File: config.mk
export PLATFORM = sky130hd
export DESIGN_NAME = dsp_stream_output_buffer_flat
export DESIGN_NICKNAME = d
export VERILOG_FILES = /design/src/rtl/dsp_stream_pkg.sv /design/src/rtl/dsp_stream_output_buffer_if.sv /design/src/rtl/dsp_stream_output_buffer_ram.sv /design/src/rtl/dsp_stream_output_buffer.sv /design/src/flat_wrapper.sv
export SDC_FILE = /design/constraint.sdc
export NUM_CORES = 1
export LEC_CHECK = 0
export CAP_MARGIN = 20
export CORE_UTILIZATION = 45
export DETAILED_ROUTE_END_ITERATION = 8
export GPL_ROUTABILITY_DRIVEN = 0
export SKIP_CTS_REPAIR_TIMING = 1
export SLEW_MARGIN = 20
export SYNTH_ARGS = -nofsm -noshare
export SYNTH_HDL_FRONTEND = slang
export SYNTH_SLANG_ARGS = --single-unit
File: constraint.sdc
create_clock -name clk -period 9.1 [get_ports clk]
set_clock_uncertainty 0.15 [all_clocks]
set_input_delay 2.73 -clock clk [delete_from_list [all_inputs] [get_ports clk]]
set_output_delay 2.73 -clock clk [all_outputs]
set_load 0.01 [all_outputs]
File: src/rtl/dsp_stream_pkg.sv
// ---------------------------------------------------------------------------
// dsp_stream_pkg
// Shared types for the DSP stream output buffer.
//   BEAT_DATA_WIDTH : sample width carried in every stored beat
//   stream_beat_t   : one FIFO entry {sop, eop, data}
//   framing_state_t : packet framing tracker states
// ---------------------------------------------------------------------------
package dsp_stream_pkg;

    localparam int BEAT_DATA_WIDTH = 32;

    typedef struct packed {
        logic                       sop;
        logic                       eop;
        logic [BEAT_DATA_WIDTH-1:0] data;
    } stream_beat_t;

    typedef enum logic {
        IDLE   = 1'b0,
        IN_PKT = 1'b1
    } framing_state_t;

endpackage

File: src/rtl/dsp_stream_output_buffer_if.sv
// ---------------------------------------------------------------------------
// dsp_stream_output_buffer_if
// Bundles every non-clock signal of the output buffer.
//   slave  : buffer view (receives pipeline beats, sources the Avalon-ST out)
//   master : environment view (upstream producer, delay line, downstream sink)
// Signals:
//   avalon_streaming_sink_valid  upstream beat offered
//   buffer_sink_ready            credit-based ready toward upstream
//   pipeline_*                   delayed qualifiers and DSP result
//   avalon_streaming_source_*    Avalon-ST source toward downstream
//   overflow_error/framing_error sticky status flags
// ---------------------------------------------------------------------------
interface dsp_stream_output_buffer_if #(
    parameter int DATA_WIDTH = 32
);
    logic                  avalon_streaming_sink_valid;
    logic                  buffer_sink_ready;
    logic                  pipeline_valid;
    logic                  pipeline_startofpacket;
    logic                  pipeline_endofpacket;
    logic [DATA_WIDTH-1:0] pipeline_data;
    logic                  avalon_streaming_source_ready;
    logic                  avalon_streaming_source_valid;
    logic [DATA_WIDTH-1:0] avalon_streaming_source_data;
    logic                  avalon_streaming_source_startofpacket;
    logic                  avalon_streaming_source_endofpacket;
    logic                  overflow_error;
    logic                  framing_error;

    modport slave (
        input  avalon_streaming_sink_valid,
        input  pipeline_valid,
        input  pipeline_startofpacket,
        input  pipeline_endofpacket,
        input  pipeline_data,
        input  avalon_streaming_source_ready,
        output buffer_sink_ready,
        output avalon_streaming_source_valid,
        output avalon_streaming_source_data,
        output avalon_streaming_source_startofpacket,
        output avalon_streaming_source_endofpacket,
        output overflow_error,
        output framing_error
    );

    modport master (
        output avalon_streaming_sink_valid,
        output pipeline_valid,
        output pipeline_startofpacket,
        output pipeline_endofpacket,
        output pipeline_data,
        output avalon_streaming_source_ready,
        input  buffer_sink_ready,
        input  avalon_streaming_source_valid,
        input  avalon_streaming_source_data,
        input  avalon_streaming_source_startofpacket,
        input  avalon_streaming_source_endofpacket,
        input  overflow_error,
        input  framing_error
    );
endinterface

File: src/rtl/dsp_stream_output_buffer_ram.sv
// ---------------------------------------------------------------------------
// output_buffer_ram
// Simple dual-port register array: synchronous write, asynchronous read.
// Ports:
//   clk      in   system clock
//   wr_en    in   write strobe
//   wr_addr  in   write address
//   wr_beat  in   beat to store
//   rd_addr  in   read address
//   rd_beat  out  beat at rd_addr (combinational)
// Contents are not reset; the owner qualifies reads with its own occupancy.
// ---------------------------------------------------------------------------
module output_buffer_ram
    import dsp_stream_pkg::*;
#(
    parameter int DEPTH      = 16,
    parameter int ADDR_WIDTH = $clog2(DEPTH)
) (
    input  logic                  clk,
    input  logic                  wr_en,
    input  logic [ADDR_WIDTH-1:0] wr_addr,
    input  stream_beat_t          wr_beat,
    input  logic [ADDR_WIDTH-1:0] rd_addr,
    output stream_beat_t          rd_beat
);

    stream_beat_t mem [DEPTH];

    always_ff @(posedge clk) begin
        if (wr_en) begin
            mem[wr_addr] <= wr_beat;
        end
    end

    assign rd_beat = mem[rd_addr];

endmodule

File: src/rtl/dsp_stream_output_buffer.sv
// ---------------------------------------------------------------------------
// dsp_stream_output_buffer
// Captures pipeline beats into a show-ahead FIFO, presents them as an
// Avalon-ST source with backpressure, and issues credit-based ready upstream
// so that beats still travelling through the fixed-latency pipeline always
// find room in the FIFO.
// Ports:
//   clk    in  system clock
//   rst_n  in  asynchronous active-low reset
//   bus    slave modport of dsp_stream_output_buffer_if (all stream signals)
//
// Framing tracker states:
//   state  | meaning
//   IDLE   | between packets, next accepted beat must carry SOP
//   IN_PKT | inside a packet, waiting for EOP
// ---------------------------------------------------------------------------
module dsp_stream_output_buffer
    import dsp_stream_pkg::*;
#(
    parameter int DATA_WIDTH   = BEAT_DATA_WIDTH,
    parameter int DEPTH        = 16,
    parameter int PIPE_LATENCY = 5
) (
    input logic                       clk,
    input logic                       rst_n,
    dsp_stream_output_buffer_if.slave bus
);

    localparam int ADDR_WIDTH = $clog2(DEPTH);
    localparam int CNT_WIDTH  = $clog2(DEPTH + 1);

    // Elaboration-time guards on the configuration.
    if (DATA_WIDTH != BEAT_DATA_WIDTH) begin : g_bad_width
        $error("DATA_WIDTH must equal the package beat width");
    end
    if ((DEPTH & (DEPTH - 1)) != 0) begin : g_bad_depth_pow2
        $error("DEPTH must be a power of two");
    end
    if (DEPTH < PIPE_LATENCY + 2) begin : g_bad_depth_latency
        $error("DEPTH too small to cover pipeline latency");
    end

    logic [ADDR_WIDTH-1:0] wr_ptr_q;
    logic [ADDR_WIDTH-1:0] rd_ptr_q;
    logic [CNT_WIDTH-1:0]  count_q;
    logic [CNT_WIDTH-1:0]  count_nxt;
    logic [CNT_WIDTH-1:0]  inflight_q;
    logic [CNT_WIDTH-1:0]  inflight_nxt;
    logic [CNT_WIDTH:0]    occupancy_nxt;
    logic                  ready_q;
    logic                  ready_nxt;
    logic                  overflow_q;
    logic                  framing_q;
    logic                  framing_set;
    framing_state_t        state_q;
    framing_state_t        state_nxt;

    logic                  fifo_full;
    logic                  fifo_empty;
    logic                  wr_en;
    logic                  rd_en;
    logic                  overflow_set;
    logic                  inflight_inc;
    logic                  inflight_dec;
    stream_beat_t          wr_beat;
    stream_beat_t          head_beat;

    assign fifo_full    = (count_q == CNT_WIDTH'(DEPTH));
    assign fifo_empty   = (count_q == '0);
    // A full FIFO refuses the write even when a pop frees a slot this cycle.
    assign wr_en        = bus.pipeline_valid && !fifo_full;
    assign overflow_set = bus.pipeline_valid && fifo_full;
    assign rd_en        = !fifo_empty && bus.avalon_streaming_source_ready;

    assign inflight_inc = bus.avalon_streaming_sink_valid && ready_q;
    assign inflight_dec = bus.pipeline_valid;

    assign wr_beat.sop  = bus.pipeline_startofpacket;
    assign wr_beat.eop  = bus.pipeline_endofpacket;
    assign wr_beat.data = bus.pipeline_data;

    output_buffer_ram #(
        .DEPTH      (DEPTH),
        .ADDR_WIDTH (ADDR_WIDTH)
    ) u_ram (
        .clk     (clk),
        .wr_en   (wr_en),
        .wr_addr (wr_ptr_q),
        .wr_beat (wr_beat),
        .rd_addr (rd_ptr_q),
        .rd_beat (head_beat)
    );

    always_comb begin
        count_nxt = count_q;
        if (wr_en && !rd_en) begin
            count_nxt = count_q + CNT_WIDTH'(1);
        end else if (!wr_en && rd_en) begin
            count_nxt = count_q - CNT_WIDTH'(1);
        end
    end

    // Stray pipeline_valid with nothing in flight must not wrap the counter.
    always_comb begin
        inflight_nxt = inflight_q;
        if (inflight_inc && !inflight_dec) begin
            inflight_nxt = inflight_q + CNT_WIDTH'(1);
        end else if (!inflight_inc && inflight_dec && (inflight_q != '0)) begin
            inflight_nxt = inflight_q - CNT_WIDTH'(1);
        end
    end

    // Credit looks at next-cycle occupancy so the registered ready never
    // lets more than DEPTH beats be outstanding.
    assign occupancy_nxt = {1'b0, count_nxt} + {1'b0, inflight_nxt};
    assign ready_nxt     = (occupancy_nxt < (CNT_WIDTH + 1)'(DEPTH));

    always_comb begin
        state_nxt   = state_q;
        framing_set = 1'b0;
        if (wr_en) begin
            case (state_q)
                IDLE: begin
                    if (!wr_beat.sop) begin
                        framing_set = 1'b1;
                    end else if (!wr_beat.eop) begin
                        state_nxt = IN_PKT;
                    end
                end
                IN_PKT: begin
                    // An unexpected SOP is flagged but treated as a new packet.
                    if (wr_beat.sop) begin
                        framing_set = 1'b1;
                    end
                    if (wr_beat.eop) begin
                        state_nxt = IDLE;
                    end
                end
                default: state_nxt = IDLE;
            endcase
        end
    end

    always_ff @(posedge clk or negedge rst_n) begin
        if (!rst_n) begin
            state_q <= IDLE;
        end else begin
            state_q <= state_nxt;
        end
    end

    always_ff @(posedge clk or negedge rst_n) begin
        if (!rst_n) begin
            wr_ptr_q   <= '0;
            rd_ptr_q   <= '0;
            count_q    <= '0;
            inflight_q <= '0;
            ready_q    <= 1'b0;
            overflow_q <= 1'b0;
            framing_q  <= 1'b0;
        end else begin
            if (wr_en) begin
                wr_ptr_q <= wr_ptr_q + ADDR_WIDTH'(1);
            end
            if (rd_en) begin
                rd_ptr_q <= rd_ptr_q + ADDR_WIDTH'(1);
            end
            count_q    <= count_nxt;
            inflight_q <= inflight_nxt;
            ready_q    <= ready_nxt;
            if (overflow_set) begin
                overflow_q <= 1'b1;
            end
            if (framing_set) begin
                framing_q <= 1'b1;
            end
        end
    end

    // Head fields are forced to zero while empty so stale RAM contents never
    // leak onto the source and all outputs read zero out of reset.
    assign bus.avalon_streaming_source_valid         = !fifo_empty;
    assign bus.avalon_streaming_source_data          = fifo_empty ? '0   : head_beat.data;
    assign bus.avalon_streaming_source_startofpacket = fifo_empty ? 1'b0 : head_beat.sop;
    assign bus.avalon_streaming_source_endofpacket   = fifo_empty ? 1'b0 : head_beat.eop;
    assign bus.buffer_sink_ready                     = ready_q;
    assign bus.overflow_error                        = overflow_q;
    assign bus.framing_error                         = framing_q;

endmodule
File: src/flat_wrapper.sv
// flat-port wrapper written by rule: the top's interface ports become plain ports
module dsp_stream_output_buffer_flat import dsp_stream_pkg::*;
#(
    parameter int DATA_WIDTH   = BEAT_DATA_WIDTH,
    parameter int DEPTH        = 16,
    parameter int PIPE_LATENCY = 5
)
  (clk, rst_n, bus_avalon_streaming_sink_valid, bus_pipeline_valid, bus_pipeline_startofpacket, bus_pipeline_endofpacket, bus_pipeline_data, bus_avalon_streaming_source_ready, bus_buffer_sink_ready, bus_avalon_streaming_source_valid, bus_avalon_streaming_source_data, bus_avalon_streaming_source_startofpacket, bus_avalon_streaming_source_endofpacket, bus_overflow_error, bus_framing_error);
  dsp_stream_output_buffer_if #(.DATA_WIDTH(DATA_WIDTH)) bus_i ();
  input logic clk;
  input logic rst_n;
  input wire logic [$bits(bus_i.avalon_streaming_sink_valid)-1:0] bus_avalon_streaming_sink_valid;
  input wire logic [$bits(bus_i.pipeline_valid)-1:0] bus_pipeline_valid;
  input wire logic [$bits(bus_i.pipeline_startofpacket)-1:0] bus_pipeline_startofpacket;
  input wire logic [$bits(bus_i.pipeline_endofpacket)-1:0] bus_pipeline_endofpacket;
  input wire logic [$bits(bus_i.pipeline_data)-1:0] bus_pipeline_data;
  input wire logic [$bits(bus_i.avalon_streaming_source_ready)-1:0] bus_avalon_streaming_source_ready;
  output wire logic [$bits(bus_i.buffer_sink_ready)-1:0] bus_buffer_sink_ready;
  output wire logic [$bits(bus_i.avalon_streaming_source_valid)-1:0] bus_avalon_streaming_source_valid;
  output wire logic [$bits(bus_i.avalon_streaming_source_data)-1:0] bus_avalon_streaming_source_data;
  output wire logic [$bits(bus_i.avalon_streaming_source_startofpacket)-1:0] bus_avalon_streaming_source_startofpacket;
  output wire logic [$bits(bus_i.avalon_streaming_source_endofpacket)-1:0] bus_avalon_streaming_source_endofpacket;
  output wire logic [$bits(bus_i.overflow_error)-1:0] bus_overflow_error;
  output wire logic [$bits(bus_i.framing_error)-1:0] bus_framing_error;
  assign bus_i.avalon_streaming_sink_valid = bus_avalon_streaming_sink_valid;
  assign bus_i.pipeline_valid = bus_pipeline_valid;
  assign bus_i.pipeline_startofpacket = bus_pipeline_startofpacket;
  assign bus_i.pipeline_endofpacket = bus_pipeline_endofpacket;
  assign bus_i.pipeline_data = bus_pipeline_data;
  assign bus_i.avalon_streaming_source_ready = bus_avalon_streaming_source_ready;
  assign bus_buffer_sink_ready = bus_i.buffer_sink_ready;
  assign bus_avalon_streaming_source_valid = bus_i.avalon_streaming_source_valid;
  assign bus_avalon_streaming_source_data = bus_i.avalon_streaming_source_data;
  assign bus_avalon_streaming_source_startofpacket = bus_i.avalon_streaming_source_startofpacket;
  assign bus_avalon_streaming_source_endofpacket = bus_i.avalon_streaming_source_endofpacket;
  assign bus_overflow_error = bus_i.overflow_error;
  assign bus_framing_error = bus_i.framing_error;
  dsp_stream_output_buffer #(.DATA_WIDTH(DATA_WIDTH), .DEPTH(DEPTH), .PIPE_LATENCY(PIPE_LATENCY)) u_core (.clk(clk), .rst_n(rst_n), .bus(bus_i));
endmodule
==> impl_metrics.toml, run 1 <==
[status]
status = "completed"

[clocking]
cts_tree = "yes"
cts.path.max_buffers = 3
path_clk_slew_ns = 0.06
htreeDepth = 2
numClockSinks = 566
cts-root-buf = "clkbuf_16"
clock_latency_ns = 0.61
numCtsBuffers = 57

[critical_path]
rr_startpoint = "u_core.count_q[1]"
worstSetupEndpointType = "output port"
worst_ep_arrival_time_ns = 3.77
slowest_stage = "dfrtp_4"
worstSetupPathType = "flop to output port"
cp_top_family = "buffers and inverters"
max_stage_delay_ns = 0.96
critPathRequiredTime_ns = 6.22
rrSetupSlack_ns = 5.21
path_buf_inv = 2
start_kind = "flop"
reg2regPathDepth = 7
r2r-end = "u_core.u_ram.mem[12][26]"
path_cells = "buf_4 -> mux4_2 -> mux2i_1 -> o22ai_1 -> clkdlybuf4s50_1"
cp_max_fo = 37

[pwr]
power_density_nw_per_um2 = 320
finalPower_mw = 8.14
p_leak_nw = 8.17
ir_drop_mv = 0.253

[place]
dpl-instance-area_um2 = 23500
preCtsSetupSlack_ns = 2.68
io_buffers = 76
detailed_place_hpwl_um = 23800

[route]
wire_per_inst_um = 26.5
first_pass_iters = 5
routed_wl_um = 46200
drtAntennaViolNets = 0
vias_per_cell = 5.76
vias = 10000
drc_errors = 0
drt-initial-drc-count = 795

[global_routing]
grt_pass1_wl_um = 68900
antenna_found_initial = 0
grt_max_degree = 79
track_usage_pct = 19.2
grt_pass1_vias = 10500
overflow = 0

[yosys]
async_flop_share_pct = 3.89
ys_seq_area_share_pct = 77.2
synth_cell_types = 41
synth_ff_type = "edfxtp_1"
ys_warn_count = 0
synth_seq_cells = 566
syn_inst = 974
avgSynthCellArea_um2 = 22.5
synth_edf_count = 544
synth_area_um2 = 21900
syn_nets = 1026

[worst_hold_path]
worstHoldPathCells = 1
min_to = "u_core.bus.overflow_error"
hp-class = "flop to flop"
holdCritStartpoint = "u_core.bus.overflow_error"

[timing]
fin_ws_ns = 2.45
setup-violations-final = 0
hold_viol_final = 0
final-max-slew-violation-count = 0
period_needed_ns = 6.65
max_freq_ghz = 0.150
final.period_utilization_pct = 73.0
worst_pin_slew_ns = 0.965
finalSetupTns_ns = 0
max-slew-margin-rel_pct = 35.7
rsz0062_at_grt = "false"

[die]
fp.dieArea_um2 = 49500
die-height_um = 222
core_um2 = 47800
die_w_um = 222
ios = 77
start_util_pct = 45.7
rows = 80

[finish]
area.growth.synth_to_final_pct = 16.2
drive_gt1_share_pct = 24.3
finish.utilization_pct = 53.1
stdcell_area_um2 = 25400
n_antenna_cell = 0
nets = 1131

[job]
drv_cap = 0
-- synthesized netlist by cell type (all sizes together), types with 3 or more instances --
cell      n  area share, %
edfxtp  544             75
mux4    136             14
mux2i    70            3.2
o22ai    34           0.97
clkbuf   29           0.50
buf      24           0.54
dfrtp    22            2.5
nand2    17           0.29
nor2     15           0.26
ha       13           0.74
xnor2     9           0.36
inv       8           0.14
nor3      6           0.14
nand3     5           0.11
nand2b    4           0.11
a21oi     3          0.069
and3      3          0.086
nand4     3          0.086
o21ai     3          0.069
or3       3          0.086
-- flip-flops by register name, indices dropped and copies added (netlist names) --
| register | flops |
|---|---|
| u_core.bus.framing_error | 1 |
| u_core.state_q | 1 |
| u_core.count_q | 5 |
| u_core.wr_ptr_q | 4 |
| u_core.rd_ptr_q | 4 |
| u_core.bus.overflow_error | 1 |
| u_core.inflight_q | 5 |
| u_core.u_ram.mem | 544 |
| u_core.bus.buffer_sink_ready | 1 |
-- area by class of cell --
cell class,count,area (µm²)
inverter,8,30.0
sequential,566,16900
clock buffer,64,1500
clock inverter,43,429
tap,615,769
multi-input combinational,347,4840
timing repair buffer,99,953
fill,3715,22400
-- cell usage in the layout, fill, tap and decap left out, drive strengths merged, types with 5 or more instances in the layout --
cell type      instances
dfrtp                 22
nor3                   6
clkinv                27
inv                   10
edfxtp               544
mux4                 136
mux2i                 70
buf                   24
clkinvlp               6
clkdlybuf4s50         75
nand3                  5
nor2                  15
o22ai                 34
xnor2                  9
bufinv                 8
nand2                 17
ha                    13
clkbuf                64
-- worst reg2reg max path: cells and delay by family (launching register included) --
family	cells	cell delay, ns
buffers and inverters	2	0.60
adders and majority gates	1	0.23
DFF	1	0.40
and+or+nand+nor	4	2.13
-- cell families (layout without fill, tap and decap cells) --
family / count (synthesis) / in the layout / synth area share (%)
adder cells (fa/ha/maj): 15 / 15 / 0.841
AO/OA/AOI/OAI: 52 / 52 / 1.56
XOR/XNOR: 12 / 12 / 0.544
buffers and inverters: 61 / 214 / 1.18
AND/OR/NAND/NOR: 62 / 62 / 1.44
flip-flops: 566 / 566 / 77.2
multiplexers: 206 / 206 / 17.2
-- worst max-delay path by stage --
| stage | startpoint | endpoint | slack [ns] | cells past startpoint |
|---|---|---|---|---|
| after CTS | u_core.rd_ptr_q[0] | bus_avalon_streaming_source_data[12] | 2.30 | 5 |
| after floorplan | bus_pipeline_valid | u_core.u_ram.mem[0][0] | 2.41 | 6 |
| final | u_core.rd_ptr_q[0] | bus_avalon_streaming_source_data[12] | 2.45 | 5 |
| after global placement | bus_pipeline_valid | u_core.u_ram.mem[15][24] | 2.74 | 6 |
| after global routing | u_core.rd_ptr_q[0] | bus_avalon_streaming_source_data[12] | 2.16 | 5 |
| after detailed placement | bus_pipeline_valid | u_core.u_ram.mem[15][17] | 2.68 | 6 |
-- per-stage QoR --
| stage | hold WS, ns | instances |
|---|---|---|
| after floorplan | 0.327 | 974 |
| after CTS | 0.306 | 1742 |
| after global routing | 0.342 | 1742 |
| final | 0.301 | 1742 |
| after global placement | 0.292 | 1635 |
| after detailed placement | 0.293 | 1635 |
-- routing by layer --
| layer | GRT usage [%] | vias to the layer above | share of wire, % |
|---|---|---|---|
| li1 | - | 4334 | - |
| met1 | 26.6 | 5368 | 43 |
| met2 | 31.7 | 257 | 50 |
| met3 | 3.20 | 78 | 4.9 |
| met4 | 5.12 | 0 | 2.2 |
| met5 | 0 | - | 0 |
-- report_power, final --
group	internal, mW	switching, mW
registers	3.16	0.266
clock network	1.41	0.977
logic	1.19	1.15
Note: power is estimated with default switching activity, not from simulation.
==> inputs of run 2 (changes only) <==
clock period = 7 ns   (was 9.1 ns; I/O delays follow)
==> run 2 against run 1 <==
Against the previous run: combinational power up 33%; total power up 28%; register-to-register slack worse by 1.6 ns; flip-flop and latch count unchanged; critical path type unchanged; critical endpoint is now bus_avalon_streaming_source_data[23].
==> impl_metrics.toml, run 2 (same netlist as run 1, synthesis figures left out) <==
[status]
status = "completed"

[die]
core_um2 = 47800
die-height_um = 222
fp.dieArea_um2 = 49500
die_w_um = 222
rows = 80
ios = 77
start_util_pct = 45.7

[timing]
worst_pin_slew_ns = 0.942
final.period_utilization_pct = 81.4
rsz0062_at_grt = "false"
hold_viol_final = 0
setup-violations-final = 0
finalSetupTns_ns = 0
final-max-slew-violation-count = 0
max-slew-margin-rel_pct = 36.8
fin_ws_ns = 1.30
hold_ws_ns = 0.319
period_needed_ns = 5.70
max_freq_ghz = 0.175

[finish]
n_fill_cell = 3687
layout_commonest_cell = "edfxtp_1"
area.growth.synth_to_final_pct = 16.1
drive_gt1_share_pct = 24.3
nets = 1141
largest_reg_flops = 544
final_cell_mix = "edfxtp_1 (544), mux4_2 (136), clkdlybuf4s50_1 (75)"
top_register = "u_core.u_ram.mem"
reg_top3 = "u_core.u_ram.mem x544, u_core.count_q x5, u_core.inflight_q x5"

[route]
drtAntennaViolNets = 0
routed_wl_um = 44800
drt-initial-drc-count = 782
drc_errors = 0
first_pass_iters = 4
wire_per_inst_um = 25.6
vias = 9893
vias_per_cell = 5.64

[place]
preCtsSetupSlack_ns = 1.49
io_buffers = 76
detailed_place_hpwl_um = 24300

[pwr]
pwr-share-clk_pct = 27.9
power_density_nw_per_um2 = 410
p_sw_mw = 3.07
combPwrFrac_pct = 30.0
p_leak_nw = 8.18
ir_drop_mv = 0.340
power.share.sequential_pct = 42.1
p_sw_share_pct = 29.5
p_int_mw = 7.33

[global_routing]
antenna_found_initial = 1
overflow = 0
grt_pass1_wl_um = 67500
grt_max_degree = 61
track_usage_pct = 18.6
grt_pass1_vias = 10500

[critical_path]
critPathRequiredTime_ns = 4.75
worst_ep_arrival_time_ns = 3.45
worstSetupPathType = "flop to output port"
start_kind = "flop"
worstSetupEndpointType = "output port"
cp_max_fo = 34

[worst_hold_path]
hp-class = "flop to flop"

[job]
drv_cap = 0

[clocking]
clock_latency_ns = 0.59
numCtsBuffers = 58
htreeDepth = 2
path_clk_slew_ns = 0.06
numClockSinks = 566
cts_tree = "yes"
cts-root-buf = "clkbuf_16"
cts.path.max_buffers = 3
-- run 2: cell type report --
cell class	instances	area, µm²	area share, %
flip-flops and latches	566	16900	66.6
multi-input cells	347	4840	19.1
clock buffers	67	1490	5.85
repair buffers	108	1060	4.17
well taps	615	769	3.03
clock inverters	41	304	1.20
inverters	8	30.0	0.118
diodes	1	2.50	0.00986
-- run 2: routing by layer --
metal	global-route usage, %	vias to the layer above	wire, µm
met1	25.6	5297	20000
met4	4.47	0	837
li1	-	4354	-
met5	0	-	0
met3	3.36	63	1750
met2	31.1	179	22200
-- run 2: worst paths after layout --
check,slack (ns),to,startpoint,depth (start not counted)
setup / recovery,1.30,bus_avalon_streaming_source_data[23],u_core.count_q[1],6
hold / removal,0.32,u_core.bus.overflow_error,u_core.bus.overflow_error,1
setup reg to reg,3.59,u_core.bus.buffer_sink_ready,u_core.count_q[1],10
hold reg to reg,0.32,u_core.bus.overflow_error,u_core.bus.overflow_error,1
max in group asynchronous,5.00,u_core.rd_ptr_q[3],rst_n,1
min in group asynchronous,1.32,u_core.count_q[1],rst_n,1
-- run 2: metrics by stage --
step	total power [mW]	instance area (µm²)	cells	utilization, %
global route	10.9	25400	1753	53.1
CTS	10.5	25400	1751	53.0
floorplan	6.39	21900	974	-
finish	10.4	25400	1753	53.1
global placement	7.60	23600	1643	49.3
detailed placement	7.62	23600	1643	49.3
-- run 2: critical path, cell delays in order, from the launching register on --
cell and delay, ns:
dfrtp_1 0.40, inv_1 0.12, ha_1 0.22, or4b_1 0.65, nand2b_4 0.58, o22ai_1 0.31
clkdlybuf4s50_1 0.55
-- run 2: power groups by stage --
stage,Combinational (mW),Sequential (mW),Clock [mW]
after global routing,3.35,4.43,3.09
after floorplan,2.13,4.26,0
after detailed placement,3.17,4.46,0
after CTS,3.18,4.39,2.97
final,3.12,4.38,2.90
after global placement,3.16,4.44,0
==> RTL change 1, RTL diff (config.mk and constraints of run 2) <==
`DEPTH` is set to 16 in 3 places; all go to 32.
--- a/src/rtl/dsp_stream_output_buffer_ram.sv
+++ b/src/rtl/dsp_stream_output_buffer_ram.sv
@@ -15,3 +15,3 @@
 #(
-    parameter int DEPTH      = 16,
+    parameter int DEPTH      = 32,
     parameter int ADDR_WIDTH = $clog2(DEPTH)
--- a/src/rtl/dsp_stream_output_buffer.sv
+++ b/src/rtl/dsp_stream_output_buffer.sv
@@ -20,3 +20,3 @@
     parameter int DATA_WIDTH   = BEAT_DATA_WIDTH,
-    parameter int DEPTH        = 16,
+    parameter int DEPTH        = 32,
     parameter int PIPE_LATENCY = 5
--- a/src/flat_wrapper.sv
+++ b/src/flat_wrapper.sv
@@ -4,3 +4,3 @@
     parameter int DATA_WIDTH   = BEAT_DATA_WIDTH,
-    parameter int DEPTH        = 16,
+    parameter int DEPTH        = 32,
     parameter int PIPE_LATENCY = 5
Function: no difference found for any inputs over 4 cycles, from zero or initial values and one cycle with rst_n low; that may be too few to reach the edited logic, so the function may still have changed.
==> RTL change 1 against run 2 <==
Highest routed layer is now met5; sequential power increased by 87%; power increased by 90%; first-iteration DRC count increased to 3.1 times the old value; largest cell class unchanged; die area increased by 96%; global-route usage increased by 3.5 points; via count increased by 120%; setup slack got worse by 0.68 ns; cell area increased by 95%; combinational power increased by 84%; wire length increased by 140%; synthesized area increased by 97%; sequential cell count increased by 548.
==> RTL change 1: results (changes against run 2) <==
[status]
status = completed  ; unchanged

[placement]
dp_cells = 3348  ; was 1,643

[grt]
grt_pass1_wl_um = 153700  ; was 67,450 um
grt_pass1_vias = 21510  ; was 10,470
use_met3_pct = 4.166  ; was 3.359%
antenna_found_initial = 2  ; was 1

[synth]
synth_edf_count = 1088  ; was 544
synth_xor_area_share_pct = 0.3864  ; was 0.5435%
yosysSeqAreaShare_pct = 77.37  ; was 77.22%
async_flop_share_pct = 2.334  ; was 3.887%
syn_avg_cell_area_um2 = 21.05  ; was 22.45 um^2
ys_top_cells_by_count = 1,088 x edfxtp_1, 204 x mux4_2, 188 x mux2i_1, 91 x nor2_1, 57 x clkbuf_1  ; was 544 x edfxtp_1, 136 x mux4_2, 70 x mux2i_1, 34 x o22ai_1, 28 x clkbuf_1

[power_and_ir_drop]
ir_worst_vdd_v = 0.0003313  ; was 0.0003396 V
pwr.group.clock_w = 0.00584  ; was 0.00290 W
p_leak_nw = 15.85  ; was 8.182 nW

[layout]
seq_cell_count = 1114  ; was 566
top_regs = u_core.u_ram.mem: 1088 flops, u_core.count_q: 6 flops, u_core.inflight_q: 6 flops  ; was u_core.u_ram.mem: 544 flops, u_core.count_q: 5 flops, u_core.inflight_q: 5 flops
antennaDiodeCount = 0  ; was 1
multi_input_area_share_pct = 19.03  ; was 19.08%
nNetsFinal = 2252  ; was 1,141
fillers = 7369  ; was 3,687
n_all_buffers = 153  ; was 108
buffer_area_share_pct = 2.964  ; was 4.169%
clk_share_pct = 7.239  ; was 7.047%

[route]
drt-total-wl_um = 107100  ; was 44,810 um

[timing]
worst_slew_pin_slew_ns = 1.104  ; was 0.9422 ns

[clocking]
numCtsBuffers = 112  ; was 58
insertion_delay_ns = 0.68  ; was 0.59 ns
htree_levels = 3  ; was 2

[worst_setup_path]
crit_fanout = 33  ; was 34

RTL change 1: changes by cell type in the layout (fill, tap and decap cells not counted), sizes merged, moves of 26 or more:
| cell | delta |
|---|---|
| edfxtp | +544 |
| mux2i | +118 |
| nor2 | +77 |
| clkbuf | +70 |
| mux4 | +68 |
| buf | +59 |
| o21ai | +56 |
| o221ai | +34 |
| a21oi | +28 |
| o22ai | -26 |
RTL change 1: metrics by stage:
step | instance area, um^2 | util (%) | power [W]
global placement | 45900 | 48.38 | 0.01408
CTS | 49470 | 52.15 | 0.01995
detailed placement | 45900 | 48.38 | 0.01414
floorplan | 43070 | - | 0.01185
global route | 49400 | 52.07 | 0.02054
finish | 49400 | 52.07 | 0.01980
RTL change 1: layer usage:
layer  vias to the layer above  wire (um)
li1                       8851          -
met1                     11490      45570
met2                       848      51710
met3                       144       7572
met4                         2       2262
met5                         -         10
RTL change 1: worst max-delay path: stages (launching register included):
cell             delay, ns
dfrtp_4               0.85
buf_4                 0.38
buf_4                 0.38
mux2i_1               0.23
nor2_1                0.05
a2111oi_0             0.50
o21ai_0               0.21
and3_1                0.30
clkdlybuf4s50_1       0.51
RTL change 1: worst paths after layout:
path | start | end | slack [ns] | depth (start not counted)
max in group asynchronous | rst_n | u_core.rd_ptr_q[4] | 4.69 | 2
min in group asynchronous | rst_n | u_core.rd_ptr_q[1] | 1.68 | 2
worst min register to register | u_core.bus.overflow_error | u_core.bus.overflow_error | 0.37 | 1
worst min-delay path | u_core.bus.overflow_error | u_core.bus.overflow_error | 0.37 | 1
worst max-delay path | u_core.rd_ptr_q[0] | bus_avalon_streaming_source_data[13] | 0.62 | 8
worst max register to register | u_core.count_q[0] | u_core.u_ram.mem[11][13] | 3.23 | 8
==> RTL change 2, RTL diff (flow settings as in run 2) <==
Made on the original files. Make the reset (`rst_n`) synchronous in 2 clocked blocks. Comments in the files are not updated.
--- a/src/rtl/dsp_stream_output_buffer.sv
+++ b/src/rtl/dsp_stream_output_buffer.sv
@@ -143,3 +143,3 @@
 
-    always_ff @(posedge clk or negedge rst_n) begin
+    always_ff @(posedge clk) begin
         if (!rst_n) begin
@@ -151,3 +151,3 @@
 
-    always_ff @(posedge clk or negedge rst_n) begin
+    always_ff @(posedge clk) begin
         if (!rst_n) begin
Function: differs if rst_n is asserted again (counterexample within 4 cycles, from zero or initial values and one cycle with rst_n low); with rst_n held inactive, the same outputs for 4 cycles.
==> RTL change 2 against run 2 <==
Die area up 0.83%; clock power shrank 1%; power decreased by 17%; non-clock buffer count grew 4; sequential share of layout area shrank 0.39 points; synthesized cell count is 3.9% higher; setup slack improved by 0.096 ns; wire length rose by 3.6%; count of clock-buffer cells in the layout is 7 higher; synthesized area increased by 0.84%; sequential cell count is 4 higher; cell area grew 0.40%.
==> RTL change 2: results (changes against run 2) <==
[synth]
synth-compound-area-share_pct = 1.827  ; was 1.562%
syn_avg_cell_area_um2 = 21.79  ; was 22.45 um^2
synth.area.top_cells = edfxtp_1 74%, mux4_2 14%, mux2i_1 3.2%, dfxtp_1 2.4%, o22ai_1 0.96%  ; was edfxtp_1 75%, mux4_2 14%, mux2i_1 3.2%, dfrtp_1 2.5%, o22ai_1 0.97%
synth_top_area_share_pct = 74.08  ; was 74.70%
ys_types = 52  ; was 41
yosysSeqAreaShare_pct = 76.44  ; was 77.22%
async_flop_share_pct = 0  ; was 3.887%
synthAdderAreaFrac_pct = 0.7376  ; was 0.8411%
ys_top_cells_by_count = 544 x edfxtp_1, 136 x mux4_2, 71 x mux2i_1, 34 x o22ai_1, 27 x nor2_1  ; was 544 x edfxtp_1, 136 x mux4_2, 70 x mux2i_1, 34 x o22ai_1, 28 x clkbuf_1

[placement]
post-place-ws_ns = 1.983  ; was 1.487 ns
hpwl_um = 24910  ; was 24,260 um

[route]
met1_length_um = 20570  ; was 20,030 um
drtIter0Drc = 873  ; was 782
vias = 10200  ; was 9,893
wl_per_cell_um = 25.94  ; was 25.56 um
viasPerCell = 5.702  ; was 5.643

[worst_setup_path]
worstSetupEndpoint = bus_avalon_streaming_source_data[0]  ; was bus_avalon_streaming_source_data[23]
critPathTopFamily = buffers and inverters  ; was simple AND/OR/NAND/NOR gates
crit_fanout = 61  ; was 34
rr_worst_depth = 7  ; was 10
r2r_slack_ns = 3.90  ; was 3.59 ns
cp_data_arrival_time_ns = 3.35  ; was 3.45 ns

[grt]
grt_max_degree = 62  ; was 61
grt_pass1_vias = 10940  ; was 10,470
track_usage_pct = 19.20  ; was 18.63%
grt_pass1_wl_um = 69950  ; was 67,450 um

[layout]
antennaDiodeCount = 0  ; was 1
layout-drive-gt1-share_pct = 23.42  ; was 24.27%
nNetsFinal = 1180  ; was 1,141

[status]
status = completed  ; unchanged

[worst_hold_path]
min_to = u_core.bus.framing_error  ; was u_core.bus.overflow_error
min-delay-start = u_core.bus.framing_error  ; was u_core.bus.overflow_error
min_delay_path_depth = 2  ; was 1

[timing]
hold_slack_ns = 0.3296  ; was 0.3186 ns
max_freq_mhz = 178.4  ; was 175.4 MHz

[clocking]
numCtsBuffers = 56  ; was 58

[power_and_ir_drop]
p_leak_nw = 7.791  ; was 8.182 nW

RTL change 2: where the power goes:
group	total, W	internal [W]	switching (W)	leakage [nW]
combinational	0.00184	0.000992	0.000846	1.82
clock	0.00286	0.00162	0.00123	0.846
sequential	0.00393	0.00381	0.000119	5.13
total	0.00862	0.00642	0.00220	7.79
RTL change 2: area by class of cell:
class / instances / area, um^2
Tap cell: 615 / 769.5
Timing Repair Buffer: 112 / 1069
Clock buffer: 74 / 1511
Multi-Input combinational cell: 375 / 5007
Sequential cell: 570 / 16870
Inverter: 13 / 48.80
Fill cell: 3753 / 22550
Clock inverter: 30 / 220.2
RTL change 2: layer usage:
metal | up-vias | track usage (%)
li1 | 4473 | -
met1 | 5428 | 26.78
met3 | 71 | 2.884
met2 | 227 | 31.65
met4 | 2 | 5.435
met5 | - | 0
RTL change 2: tightest hold or removal path: cells and delay by family (launching register included):
kind            cells  cell delay, ns
simple gates        1            0.07
flops               1            0.33
compound gates      1            0.04
